### config.mk
export PLATFORM = sky130hd
export DESIGN_NAME = fsm_ring_sequencer
export DESIGN_NICKNAME = d
export VERILOG_FILES = /design/src/rtl/fsm_ring_sequencer.sv
export SDC_FILE = /design/constraint.sdc
export NUM_CORES = 1
export LEC_CHECK = 0
export ABC_AREA = 1
export CAP_MARGIN = 20
export CORE_AREA = 2 2 122 124
export CTS_CLUSTER_SIZE = 40
export DETAILED_ROUTE_END_ITERATION = 6
export DIE_AREA = 0 0 124 126
export GPL_TIMING_DRIVEN = 0
export PLACE_DENSITY_LB_ADDON = 0.12
export SETUP_SLACK_MARGIN = 0.15
export SLEW_MARGIN = 40
export SYNTH_ARGS = -nofsm -noshare
export SYNTH_HDL_FRONTEND = slang
export SYNTH_SLANG_ARGS = --single-unit
### constraint.sdc
create_clock -name clock -period 5.9 [get_ports clock]
set_input_delay 1.77 -clock clock [delete_from_list [all_inputs] [get_ports clock]]
set_output_delay 1.77 -clock clock [all_outputs]
set_load 0.01 [all_outputs]
### src/rtl/fsm_ring_sequencer.sv
// fsm_ring_sequencer
//   Sequences a 7-entry programmable ring (0->1->..->6->0). Each entry holds a
//   state code and a dwell count; an entry stays current for dwell+1 unheld
//   cycles. Supplies the current index/code plus step/wrap pulses downstream.
//
// Ports
//   clock, reset          : clock (posedge) and synchronous active-high reset
//   cfg_we/addr/code/dwell : table write port, accepted only while idle
//   start, stop, hold      : begin sequencing, graceful stop, freeze countdown
//   busy                   : sequencer is in RUN or DRAIN
//   idx, code              : current ring index and its table code (registered)
//   step, wrap             : 1-cycle pulses on every advance / on the 6->0 advance
//   laps                   : wraps since the last accepted start, saturating
//   wr_drop                : 1-cycle pulse when a table write is rejected
//   cfg_err                : duplicate-code error on start
//
// Build option
//   FSM_SEQ_DUP_CHECK_EN : when defined, a start is rejected (and cfg_err set)
//   if any two table codes are equal. When undefined, cfg_err is tied low and
//   start is accepted regardless of table content.
module fsm_ring_sequencer #(
  parameter int W       = 3,
  parameter int DWELL_W = 8,
  parameter int N       = 7
) (
  input  logic               clock,
  input  logic               reset,
  input  logic               cfg_we,
  input  logic [2:0]         cfg_addr,
  input  logic [W-1:0]       cfg_code,
  input  logic [DWELL_W-1:0] cfg_dwell,
  input  logic               start,
  input  logic               stop,
  input  logic               hold,
  output logic               busy,
  output logic [2:0]         idx,
  output logic [W-1:0]       code,
  output logic               step,
  output logic               wrap,
  output logic [7:0]         laps,
  output logic               wr_drop,
  output logic               cfg_err
);

  typedef enum logic [1:0] {IDLE = 2'd0, RUN = 2'd1, DRAIN = 2'd2} state_t;

  state_t             state;
  logic [W-1:0]       tbl_code  [N];
  logic [DWELL_W-1:0] tbl_dwell [N];
  logic [DWELL_W-1:0] cnt;
  logic [2:0]         nxt_idx;
  logic               wr_ok;
  logic               start_req;
  logic               dup;

  function automatic logic [7:0] sat_inc8(input logic [7:0] v);
    return (v == 8'hFF) ? v : v + 8'd1;
  endfunction

  assign nxt_idx   = (idx == 3'(N - 1)) ? 3'd0 : idx + 3'd1;
  assign wr_ok     = (state == IDLE) && cfg_we && (cfg_addr <= 3'(N - 1));
  // A write in the same cycle as start wins; start with stop is a no-op.
  assign start_req = (state == IDLE) && start && !stop && !cfg_we;

`ifdef FSM_SEQ_DUP_CHECK_EN
  always_comb begin
    dup = 1'b0;
    for (int a = 0; a < N; a++) begin
      for (int b = a + 1; b < N; b++) begin
        if (tbl_code[a] == tbl_code[b]) dup = 1'b1;
      end
    end
  end

  always_ff @(posedge clock) begin
    if (reset)          cfg_err <= 1'b0;
    else if (wr_ok)     cfg_err <= 1'b0;
    else if (start_req) cfg_err <= dup;
  end
`else
  assign dup     = 1'b0;
  assign cfg_err = 1'b0;
`endif

  always_ff @(posedge clock) begin
    if (reset) begin
      state   <= IDLE;
      busy    <= 1'b0;
      idx     <= 3'd0;
      code    <= '0;
      cnt     <= '0;
      step    <= 1'b0;
      wrap    <= 1'b0;
      laps    <= 8'd0;
      wr_drop <= 1'b0;
      for (int i = 0; i < N; i++) begin
        tbl_code[i]  <= W'(i);
        tbl_dwell[i] <= '0;
      end
    end else begin
      step    <= 1'b0;
      wrap    <= 1'b0;
      wr_drop <= cfg_we && !wr_ok;

      if (wr_ok) begin
        tbl_code[cfg_addr]  <= cfg_code;
        tbl_dwell[cfg_addr] <= cfg_dwell;
        // Keep the code output coherent with the entry being shown.
        if (cfg_addr == idx) code <= cfg_code;
      end

      case (state)
        IDLE: begin
          if (start_req && !dup) begin
            state <= RUN;
            busy  <= 1'b1;
            idx   <= 3'd0;
            code  <= tbl_code[0];
            cnt   <= tbl_dwell[0];
            laps  <= 8'd0;
          end
        end
        RUN: begin
          // Stop moves to DRAIN without consuming this cycle's count.
          if (stop) begin
            state <= DRAIN;
          end else if (!hold) begin
            if (cnt != '0) begin
              cnt <= cnt - 1'b1;
            end else begin
              idx  <= nxt_idx;
              code <= tbl_code[nxt_idx];
              cnt  <= tbl_dwell[nxt_idx];
              step <= 1'b1;
              if (idx == 3'(N - 1)) begin
                wrap <= 1'b1;
                laps <= sat_inc8(laps);
              end
            end
          end
        end
        DRAIN: begin
          // Expiry parks the ring at entry 0 instead of advancing.
          if (!hold) begin
            if (cnt != '0) begin
              cnt <= cnt - 1'b1;
            end else begin
              state <= IDLE;
              busy  <= 1'b0;
              idx   <= 3'd0;
              code  <= tbl_code[0];
            end
          end
        end
        default: begin
          state <= IDLE;
          busy  <= 1'b0;
        end
      endcase
    end
  end

endmodule

Word-level counts from Yosys, hierarchy flattened. Memory sizes are Yosys's and may differ from the RTL's. Index checks and enable logic that the tools add are counted.

Register bits: 28. Bits in latches: 0. Bits in writable memories: 77. Memory bits (read-only): 0. Input port bits: 20. Output and inout port bits: 19. Memories kept: 2.

Memories: tbl_dwell (depth 7, width 8, rd ports 2, clocked after Yosys merged registers in 0, wr ports 7, line 49) `logic [DWELL_W-1:0] tbl_dwell [N];`; tbl_code (depth 7, width 3, rd ports 2, clocked after Yosys merged registers in 0, wr ports 7, line 48) `logic [W-1:0] tbl_code [N];`.

$add $sub $neg: 3. Multiply operators: 0. Divide/modulo/power cells: 0. $lt $le $gt $ge: 1. Equal/unequal tests: 15. Shift operators: 0. Mux-type cells: 53. Bitwise gates (word level): 1. Reduce and logical (&&, ||, !) cells: 22.

Operators with widths (count): two-way mux 8 bit (13); two-way mux 3 bit (18); case mux 8 bit (3 select lines) (1); inequality test 2 bit (second input constant) (10); case mux 3 bit (3 select lines) (2); case mux 8 bit (2 select lines) (1); AND reduction 7 bit (2); two-way mux 1 bit (12); adder 8 x 1 -> 8 bit (second input constant) (1); == test 8 bit (second input constant) (1); two-way mux 2 bit (4); AND reduction 4 bit (2); nonzero test 8 bit (1); OR reduction 8 bit (1); subtractor 8 x 1 -> 8 bit (second input constant) (1); logical AND 1 bit (6); case mux 2 bit (3 select lines) (1); AND reduction 6 bit (1); OR reduction 5 bit (1); OR reduction 4 bit (1); adder 3 x 1 -> 3 bit (second input constant) (1); == test 3 bit (1); == test 3 bit (second input constant) (1); <= comparator 3 bit (second input constant) (1); 9 further kinds (11).

Logic depth before layout (Yosys ltp).
Depth after elaboration: 8. Gate-level depth with buffers: 12.

Least setup slack after synthesis. Ideal clock, no wire load.

Path type: input-to-reg. Start point: input port cfg_addr[2]. End point: memory tbl_code[5][0], enable pin. Data arrival time: 3.144 ns. Data required time: 5.488 ns. Path slack: 2.344 ns. Stages: 2. Buffers on the path: 0. Cell sequence: inv_1 -> o41ai_1.

RTL lines: start, declared (line 29) `input logic [2:0] cfg_addr,`; end, declared (line 48).

==> flow_metrics.tcl <==
set metrics [dict create \
    cts_buffers 17 \
    initial_utilization_pct 42.10 \
    fin_nets 818 \
    via_per_inst 5.023 \
    final_common_cell "nand2_1" \
    ant_nets 0 \
    crit_required_ps 5950 \
    final.min_clock_period_ps 3917 \
    finalNonFillerCells 987 \
    clock.fmax_mhz 255.3 \
    ios 39 \
    cts_setup_buffers 0 \
    worstReg2RegStart "state[0]" \
    wirelength_um 15820 \
    dr_total_vias 4958 \
    gr-total-overflow 0 \
    final_cell_mix "nand2_1, nor2_1, inv_1, edfxtp_1, nand3_1" \
    whs_path_depth 2 \
    power_leakage_uw 0.002893 \
    dp_cells 955 \
    p_total_uw 3232 \
    start_kind "input pin" \
    core.rowCount 44 \
    syn_inst 721 \
    min_from "tbl_dwell[6][6]" \
    synth_edf_count 77 \
    slew-limit-headroom_pct 57.17 \
    worst-setup-path-type "input pin to flop" \
    vdd_ir_drop_max_mv 0.2201 \
    setup_tns_ps 0 \
    drt_iter0_markers 409 \
    htree_levels 4 \
    crit_arrival_ps 3970 \
    first_pass_iters 6 \
    fin_worst_skew_ps 9.156 \
    finalSetupViolations 0 \
    hold_end "tbl_dwell[6][6]" \
    synth_seq_cells 116 \
    clk_root_buffer_cell "clkbuf_16" \
    finalWeightedCongestion 0.8908 \
    end_kind "flop" \
    ff2ff_setup_slack_ps 3170 \
    drcViolationCount 0 \
    area_growth_pct 19.85 \
    yosysUniqueCellTypes 44 \
    dieHeight_um 126 \
    antenna_found_initial 0 \
    clk_pin_slew_ps 50 \
    cts_tree "built" \
    fill_cells 1409 \
    max_cap_viol_count 0 \
    ys.flop_type "edfxtp_1" \
    track_usage_pct 21.80 \
    coreArea_sq_mm 0.01431 \
    synth_area_per_cell_sq_um 8.358 \
    grt_pass1_wl_um 25490 \
    fin_crit_sh_pct 66.39 \
    cts_resized 0 \
    max_slew.worst_pin.slew_ps 642.4 \
    grt_pass1_vias 4812 \
    clock_sinks 116 \
    synth-async-reset-ratio_pct 0 \
    portBuffers 36 \
    dpl.hpwl_um 11730 \
    grt_start_max_net_pins 17 \
    drive_gt1_share_pct 11.58 \
    clockBufferDepth 2 \
    diodes 0 \
    r2r_cells 10 \
    crit_fanout 11 \
    drv_slew 0 \
    syn_area_sq_mm 0.006026 \
    design_area_sq_mm 0.007222 \
    insertion_delay_ps 420 \
    rsz0062_at_grt "no" \
    fp.dieW_um 124 \
    p_per_area_mw_per_mm2 447.5 \
    hold_path_class "flop to flop" \
    place_area_sq_mm 0.006683 \
    die_area_sq_mm 0.01562 \
    postCtsHoldBufs 0 \
    wire_per_inst_um 16.03 \
    status "finished, final reports clean" \
    ys_seq_area_share_pct 51.33 \
    whs_ps 457.1 \
    r2r_end "tbl_dwell[3][3]" \
    hold_violations 0 \
    yosys_warnings 0 \
]
[per-layer routing]
metal,track usage [%],part of all wire [%]
met2,34.45,47
met4,6.874,1.3
met3,5.344,6.7
met5,0,0
met1,29.47,45
[registers in the layout (all words and copies together), names as in the netlist, 2 cells and up]
name	flops
cnt	8
tbl_code	24
tbl_dwell	64
state	2
code	3
idx	3
laps	8
[report_power, final]
part / internal (uW) / leakage [uW] / switching, uW
Clock: 583 / 0.000268 / 357
Combinational: 431 / 0.00154 / 844
Sequential: 959 / 0.00109 / 58.5
[synthesized netlist by cell type (2+ instances only)]
cell | number | share of area (%)
nand2_2 | 3 | 0.31
xor2_1 | 3 | 0.44
nor3_1 | 3 | 0.25
o22ai_1 | 3 | 0.31
nand3_1 | 57 | 4.7
a22oi_1 | 5 | 0.62
buf_2 | 6 | 0.50
a21oi_1 | 34 | 2.8
buf_6 | 6 | 1.1
o21ai_0 | 15 | 1.2
dfxtp_1 | 39 | 13
clkbuf_1 | 7 | 0.44
a21oi_2 | 7 | 1.0
nand2_1 | 164 | 10
inv_1 | 88 | 5.5
ha_1 | 8 | 1.7
nand2_4 | 4 | 0.75
o211ai_1 | 16 | 2.0
nand4_1 | 3 | 0.31
nor2_2 | 12 | 1.2
buf_4 | 7 | 0.87
or2_2 | 2 | 0.21
edfxtp_1 | 77 | 38
inv_2 | 4 | 0.25
o21ai_1 | 14 | 1.2
nor2_1 | 109 | 6.8
nand3b_1 | 5 | 0.62
xnor2_1 | 4 | 0.58
[cells by family after synthesis]
| group | count (synthesis) | share of synthesized area [%] |
|---|---|---|
| adder cells (fa/ha/maj) | 8 | 1.661 |
| AND/OR/NAND/NOR | 370 | 27.08 |
| other | 1 | 0.06223 |
| buffers and inverters | 122 | 9.240 |
| AO/OA/AOI/OAI | 97 | 9.614 |
| flip-flops | 116 | 51.33 |
| XOR/XNOR | 7 | 1.017 |
[critical path, cell delays in order]
cell and delay, ps:
clkdlybuf4s50_1 530, nand2_1 130, inv_1 70, nand2_1 100, nor2_2 130, nand2_1 100
nor3_1 460, inv_2 220, nand2_1 440
[through the flow]
stage	worst slack, ps	util (%)
after floorplan	2344	-
after global placement	752.2	46.51
after detailed placement	1519	46.69
after CTS	1947	50.45
after global routing	1840	50.45
final	1983	50.45
[worst max path at each step]
stage                     cells past startpoint              end         from  slack (ps)
final                                         9  tbl_dwell[3][3]       cfg_we        1980
after global routing                          9  tbl_dwell[3][3]       cfg_we        1840
after CTS                                     9  tbl_dwell[3][3]       cfg_we        1950
after detailed placement                      9  tbl_dwell[3][3]       cfg_we        1520
after global placement                        3  tbl_dwell[5][1]  cfg_addr[0]         750
after floorplan                               2   tbl_code[5][0]  cfg_addr[2]        2340
[layout make-up]
cell class                      count  area, sq um  share of cell area, %
Buffer                             29        202.7                  2.807
Sequential cell                   116         3093                  42.83
Clock inverter                     11        88.84                  1.230
Timing Repair Buffer               39        377.9                  5.232
Clock buffer                       21        450.4                  6.237
Inverter                           93        354.1                  4.903
Tap cell                          184        230.2                  3.188
Multi-Input combinational cell    494         2425                  33.58
Power figures use the tool's default switching activity.
